[src/rtl/ssd_scan_driver.sv]
// Time-multiplexed 8-digit seven-segment scanner with frame-synchronous commit of
// staged display data, per-digit masking and optional leading-zero suppression.
module ssd_scan_driver #(
  parameter int REFRESH_BITS = 17
) (
  input  logic        ssd_scan_clk,
  input  logic        ssd_scan_rst,
  input  logic [31:0] ssd_scan_inp,
  input  logic [7:0]  ssd_scan_idp,
  input  logic        ssd_scan_load,
  input  logic [7:0]  ssd_scan_mask,
  input  logic        ssd_scan_lzs,
  output logic [6:0]  ssd_scan_cc,
  output logic        ssd_scan_odp,
  output logic [7:0]  ssd_scan_an,
  output logic        ssd_scan_ack
);

  localparam logic [REFRESH_BITS-1:0] CNT_ONE = REFRESH_BITS'(1);

  logic [REFRESH_BITS-1:0] cnt;
  logic [2:0]              idx;
  logic [31:0]             staging_val;
  logic [7:0]              staging_dp;
  logic [31:0]             shadow_val;
  logic [7:0]              shadow_dp;
  logic                    pending;

  logic       tick;
  logic       frame_end;
  logic [3:0] nib;
  logic       upper_zero;
  logic       visible;
  logic [6:0] seg;

  assign tick      = &cnt;
  assign frame_end = tick && (idx == 3'd7);

  // Suppression looks at the current digit and every digit to its left.
  always_comb begin
    nib        = shadow_val[{idx, 2'b00} +: 4];
    upper_zero = 1'b1;
    for (int i = 0; i < 8; i++) begin
      if (i >= int'(idx) && shadow_val[i*4 +: 4] != 4'h0) upper_zero = 1'b0;
    end
    visible = ssd_scan_mask[idx] && !(ssd_scan_lzs && (idx != 3'd0) && upper_zero);
  end

  always_comb begin
    seg = 7'h7F;
    case (nib)
      4'h0: seg = 7'b1000000;
      4'h1: seg = 7'b1111001;
      4'h2: seg = 7'b0100100;
      4'h3: seg = 7'b0110000;
      4'h4: seg = 7'b0011001;
      4'h5: seg = 7'b0010010;
      4'h6: seg = 7'b0000010;
      4'h7: seg = 7'b1111000;
      4'h8: seg = 7'b0000000;
      4'h9: seg = 7'b0010000;
      4'hA: seg = 7'b0001000;
      4'hB: seg = 7'b0000011;
      4'hC: seg = 7'b1000110;
      4'hD: seg = 7'b0100001;
      4'hE: seg = 7'b0000110;
      4'hF: seg = 7'b0001110;
      default: seg = 7'h7F;
    endcase
  end

  always_ff @(posedge ssd_scan_clk or negedge ssd_scan_rst) begin
    if (!ssd_scan_rst) begin
      cnt          <= '0;
      idx          <= 3'd0;
      staging_val  <= 32'h0;
      staging_dp   <= 8'h0;
      shadow_val   <= 32'h0;
      shadow_dp    <= 8'h0;
      pending      <= 1'b0;
      ssd_scan_an  <= 8'hFF;
      ssd_scan_cc  <= 7'h7F;
      ssd_scan_odp <= 1'b1;
      ssd_scan_ack <= 1'b0;
    end else begin
      cnt <= cnt + CNT_ONE;
      if (tick) idx <= idx + 3'd1;

      if (ssd_scan_load) begin
        staging_val <= ssd_scan_inp;
        staging_dp  <= ssd_scan_idp;
      end

      // A load coinciding with the commit stays pending for the next frame.
      if (frame_end && pending) begin
        shadow_val   <= staging_val;
        shadow_dp    <= staging_dp;
        ssd_scan_ack <= 1'b1;
      end else begin
        ssd_scan_ack <= 1'b0;
      end
      pending <= ssd_scan_load || (pending && !frame_end);

      if (visible) begin
        ssd_scan_an  <= ~(8'b1 << idx);
        ssd_scan_cc  <= seg;
        ssd_scan_odp <= ~shadow_dp[idx];
      end else begin
        ssd_scan_an  <= 8'hFF;
        ssd_scan_cc  <= 7'h7F;
        ssd_scan_odp <= 1'b1;
      end
    end
  end

endmodule
[config.mk]
export PLATFORM = sky130hd
export DESIGN_NAME = ssd_scan_driver
export DESIGN_NICKNAME = d
export VERILOG_FILES = /design/src/rtl/ssd_scan_driver.sv
export SDC_FILE = /design/constraint.sdc
export NUM_CORES = 1
export LEC_CHECK = 0
export ABC_AREA = 1
export CORE_AREA = 2 2 120 122
export CTS_CLUSTER_SIZE = 25
export DETAILED_ROUTE_END_ITERATION = 10
export DIE_AREA = 0 0 122 124
export PLACE_DENSITY = 0.61
export SKIP_LAST_GASP = 1
export SYNTH_ARGS = -nofsm -noshare
export SYNTH_HDL_FRONTEND = slang
export SYNTH_SLANG_ARGS = --single-unit
[constraint.sdc]
create_clock -name ssd_scan_clk -period 3 [get_ports ssd_scan_clk]
set_input_delay 0.45 -clock ssd_scan_clk [delete_from_list [all_inputs] [get_ports ssd_scan_clk]]
set_output_delay 0.45 -clock ssd_scan_clk [all_outputs]
set_load 0.05 [all_outputs]
# Word-level counts from Yosys, hierarchy flattened
# Memories as Yosys holds them, arrays and structs flattened.
# Cells that the tools add are included.
[word_totals]
regBits = 118
rom_bits = 112
in_bits = 52
out_inout_bits = 17
word_cells = 69
mem_count = 1
[classes]
add_sub_neg = 2
order_cmp = 8
n_eq_ne = 1
shift = 2
mux = 16
bitwise = 2
reduce_logical = 26
[mem_list]
columns = ["name", "depth", "width", "rd", "rd_clocked_by_memory_dff", "write_ports", "line", "source"]
rows = [
  ["(name not given)", 16, 7, 1, 0, 0, "51", "case (nib)"],
]
[op_table]
columns = ["operator", "count"]
rows = [
  ["$reduce_bool A4 Y1", 8],
  ["$shiftx A32 B6 Y4", 1],
  ["$add A17 B1 Y17 const B", 1],
  ["$reduce_and A17 Y1", 1],
  ["$logic_and A1 B1 Y1", 13],
  ["$mux W1", 12],
  ["$ge A3 B3 Y1 const A", 3],
  ["$mux W8", 1],
  ["$not A8 Y8", 1],
  ["$shl A1 B3 Y8 const A", 1],
  ["$mux W7", 1],
  ["$bmux W1 S3", 2],
  ["$ge A1 B3 Y1 const A", 2],
  ["$ge A2 B3 Y1 const A", 2],
  ["$lt A3 B4 Y1 const B", 1],
  ["$add A3 B1 Y3 const B", 1],
  ["$eq A3 B3 Y1 const B", 1],
  ["$reduce_bool A3 Y1", 1],
  ["$logic_not A1 Y1", 2],
  ["$logic_or A1 B1 Y1", 1],
  ["$not A1 Y1", 1],
]

# Longest topological paths before layout
[logic_depth]
word_depth = 14
mapped_depth = 13
ltp_nobuf = 12

# Worst setup path after synthesis
# Ideal clock, no wire load.
[synth_timing]
kind = "reg-to-reg"
from = "register cnt[0]"
to = "register shadow_val[23]"
setup_ns = 0.126
arrival_time_ns = 2.334
t_required_ns = 2.874
path_slack_ns = 0.539
stages_incl_launch_ff = 13
path_buffers = 2
period_less_slack_ns = 2.461
cell_sequence = "dfrtp_1 ha_1 nand3_1 nor2_1 nand3_1 nor3b_1 and3_1 ha_1 nand2_1 nor2_1 buf_2 buf_2 o21ai_0"
[synth_between]
elab_chain_len = 3
[synth_lines]
columns = ["element", "line", "source"]
rows = [
  ["start: declaration", "21", "logic [REFRESH_BITS-1:0] cnt;"],
  ["start signal: assignment", "86", "cnt <= cnt + CNT_ONE;"],
  ["$reduce_and A17 Y1", "36", "assign tick = &cnt;"],
  ["named net tick", "29", "logic tick;"],
  ["$logic_and A1 B1 Y1", "37", "assign frame_end = tick && (idx == 3'd7);"],
  ["$logic_and A1 B1 Y1", "95", "if (frame_end && pending) begin"],
  ["end signal: assignment", "96", "shadow_val <= staging_val;"],
  ["end: declaration", "25", "logic [31:0] shadow_val;"],
]
# The timed path passes the listed nets, and every way through them passes these cells.
# A chain may end at the register's enable or synchronous reset.

# Worst setup path after layout
[layout_timing]
from = "register cnt[0]"
to = "register shadow_dp[2]"
[layout_between]
elab_chain_len = 3
[layout_lines]
columns = ["element", "line", "source"]
rows = [
  ["$reduce_and A17 Y1", "36", ""],
  ["named net tick", "29", ""],
  ["$logic_and A1 B1 Y1", "37", ""],
  ["$logic_and A1 B1 Y1", "95", ""],
  ["end signal: assignment", "97", "shadow_dp <= staging_dp;"],
  ["end: declaration", "26", "logic [7:0] shadow_dp;"],
]
# The timed path passes the listed nets, and every way through them passes these cells.

==> out/qor.log <==
qor: placement.post-dp-hpwl 8.06 mm
qor: logic_synthesis.avg_inst_size_synth 9.23 µm²
qor: routing.dr_total_vias 4005
qor: logic_synthesis.yosysWarningCount 0
qor: setup_path.timing.critical_path.from_type register
qor: routing.ant_nets 0
qor: cts.insertion_delay 420 ps
qor: placement.routabilityCongestion 0.848
qor: pwr.p_int 3.06 mW
qor: pwr.vdd_drop_max 0.323 mV
qor: timing.fmax 386 MHz
qor: cts.cts-buffers-inserted 17
qor: routing.drtPass1Iterations 5
qor: timing.setup_violations 0
qor: setup_path.reg2reg_from cnt[0]$_DFF_PN0_
qor: routing.routedWlPerCell 13.2 µm
qor: cts.max-clock-path-buffers 2
qor: die.placement_rows 43
qor: logic_synthesis.synth.cell_area 5390 µm²
qor: routing.detail_route.drc_violations 0
qor: layout.n_antenna_cell 0
qor: setup_path.required 3320 ps
qor: cts.clkSlewWorstSetupHoldPaths 50 ps
qor: pwr.p_total 3.86 mW
qor: layout.most-common-layout-cells nand2_1, dfrtp_1, clkdlybuf4s50_1
qor: logic_synthesis.synth.lib_cells_used.distinct 31
qor: placement.placedCellCount 820
qor: pwr.switching_share 0.206
qor: die.core_area 13700 µm²
qor: cts.cts_tree done
qor: layout.num-nets-final 729
qor: timing.final-max-slew-violation-count 0
qor: die.floorplan.die.width 122 µm
qor: die.boundaryPins 69
qor: timing.tightestPinTransition 834 ps
qor: flow_run.max_cap_violations 0
qor: placement.placement.io_buffers 68
qor: logic_synthesis.synth_cells 584
qor: layout.final_common_cell nand2_1
qor: run_status.outcome complete, no violations
qor: global_route.globalRouteTotalUtil 0.168
qor: pwr.power.share.sequential 0.435
qor: setup_path.worstPathMaxFanout 8
qor: timing.slew_headroom 0.444
qor: timing.final-hold-violation-count 0
qor: timing.layout_worst_path_cycle_share 0.863
qor: die.die_height 124 µm
qor: pwr.power.share.clock 0.511
qor: cts.cts-htree-levels 4
qor: global_route.grt_overflow_total 0
qor: timing.grt_setup_unrepaired no
qor: pwr.total_leakage_power 3.26 nW
qor: timing.period_needed 2590 ps
qor: layout.stdcell_area 6900 µm²
qor: setup_path.crit_type register to register
qor: logic_synthesis.yosys_register_bits 118
qor: placement.pre_cts_ws 303 ps
qor: setup_path.ff2ff_setup_slack 410 ps
qor: placement.dpl_cell_area 6270 µm²
qor: setup_path.startpoint cnt[0]$_DFF_PN0_
qor: timing.worst_hold_slack 128 ps
qor: timing.setup_tns_final 0 ps
qor: setup_path.crit_path_end_kind register
qor: cts.cts_root_buffer clkbuf_16
qor: setup_path.crit_arrival 2910 ps
qor: layout.finish.utilization 0.503
qor: die.floorplan_die_area 15100 µm²
qor: setup_path.r2r-end shadow_dp[2]$_DFFE_PN0P_
qor: pwr.comb_power_share 0.055
qor: global_route.grt_max_degree 66
qor: routing.vias_per_cell 4.68
qor: global_route.grt_first_pass_wirelength 19.4 mm
qor: die.initial_core_util 0.393
qor: timing.setup_ws 410 ps
qor: setup_path.setup.worst_path.end shadow_dp[2]$_DFFE_PN0P_
qor: logic_synthesis.synth_sequential_area_ratio 0.552
qor: routing.violation_count_after_the_first_detailed_route_iteration 204
qor: layout.drive_gt1_frac 0.161
qor: pwr.total_switching_power 0.797 mW
qor: layout.areaGrowthSynthToFinish 28.0%
qor: timing.final.setup_skew 14.6 ps
qor: global_route.antenna_violations_before_repair 0
qor: setup_path.worst_r2r_path_depth 11
qor: routing.route.final.wire_length 11.3 mm
qor: pwr.power.density_cell_area 559 nW/µm²
qor: layout.post_layout_nonfiller_instances 856
qor: global_route.grt_pass1_vias 4054
qor: logic_synthesis.syn_nets 650
qor: min_path.worst_hold_path_type primary input to asynchronous set/reset pin
qor: cts.clock_sinks 118
[cell type report]
| cell class | count | area (µm²) |
|---|---|---|
| Multi-Input combinational cell | 386 | 2100 |
| Fill cell | 1263 | 6820 |
| Timing Repair Buffer | 77 | 766 |
| Tap cell | 180 | 225 |
| Sequential cell | 118 | 2970 |
| Clock inverter | 9 | 98.8 |
| Timing Repair inverter | 2 | 15.0 |
| Clock buffer | 23 | 488 |
| Inverter | 61 | 235 |
[Yosys cell counts (all sizes together)]
cell | count | share of area
nand2 | 177 | 0.13
dfrtp | 102 | 0.47
inv | 61 | 0.043
o21ai | 58 | 0.054
nand3 | 44 | 0.042
nor2 | 37 | 0.036
mux2 | 24 | 0.050
dfstp | 16 | 0.078
ha | 14 | 0.033
clkbuf | 11 | 0.0077
buf | 8 | 0.0095
xor2 | 7 | 0.011
a21oi | 6 | 0.0077
xnor2 | 6 | 0.0098
nand4 | 4 | 0.0046
o211ai | 4 | 0.0056
a21o | 1 | 0.0014
and3 | 1 | 0.0012
nand3b | 1 | 0.0014
nor3 | 1 | 0.00093
nor3b | 1 | 0.0014
[registers in the layout (all words and copies together) (netlist names)]
signal,flops
shadow_dp,8
ssd_scan_ack,1
ssd_scan_odp,1
pending,1
staging_dp,8
ssd_scan_cc,7
cnt,17
idx,3
shadow_val,32
ssd_scan_an,8
staging_val,32
[per-layer routing]
metal | up-vias | track usage | part of all wire
li1 | 2020 | - | -
met1 | 1887 | 0.216 | 0.47
met2 | 83 | 0.265 | 0.47
met3 | 15 | 0.0426 | 0.040
met4 | 0 | 0.0812 | 0.014
met5 | - | 0 | 0
[kinds of logic (layout without fill, tap and decap cells)]
logic type | after synthesis | after routing | synth area share
adder cells (fa/ha/maj) | 14 | 14 | 0.0325
buffers and inverters | 80 | 172 | 0.0601
XOR/XNOR | 13 | 13 | 0.0211
AO/OA/AOI/OAI | 69 | 69 | 0.0685
AND/OR/NAND/NOR | 266 | 266 | 0.216
multiplexers | 24 | 24 | 0.0502
flip-flops | 118 | 118 | 0.552
[worst min path at each step]
stage                           startpoint                          end  slack (ps)  cells past startpoint
after detailed placement  cnt[0]$_DFF_PN0_             cnt[0]$_DFF_PN0_         460                      1
after global routing          ssd_scan_rst  staging_val[20]$_DFFE_PN0P_         210                      1
after CTS                     ssd_scan_rst  staging_val[20]$_DFFE_PN0P_         160                      1
after global placement    cnt[0]$_DFF_PN0_             cnt[0]$_DFF_PN0_         430                      1
final                         ssd_scan_rst  staging_val[20]$_DFFE_PN0P_         130                      1
after floorplan               ssd_scan_rst             cnt[0]$_DFF_PN0_         150                      0
[power by group through the flow]
stage	logic (mW)	clock network, mW	registers, mW
floorplan	0.0712	0	1.72
global placement	0.211	0	1.70
detailed placement	0.216	0	1.70
CTS	0.217	2.02	1.68
global route	0.236	2.09	1.68
finish	0.211	1.97	1.68
[worst max-delay path, stage by stage, from the launching register on]
cell and delay [ps]:
dfrtp_1 370, ha_1 190, nand3_1 120, nor2_1 140
nand3_1 100, nor3b_1 220, and3_1 200, ha_1 260
nand2_1 150, nor2_4 260, clkinvlp_4 250, o21ai_0 220
[what timing repair did]
item | 4_1_cts | 5_1_grt
gates resized for setup | 0 | 4
endpoints found under the setup margin | 0 | 16
hold buffers | 0 | 0
setup buffers | 0 | 2
Note: power is estimated with default switching activity, not from simulation.
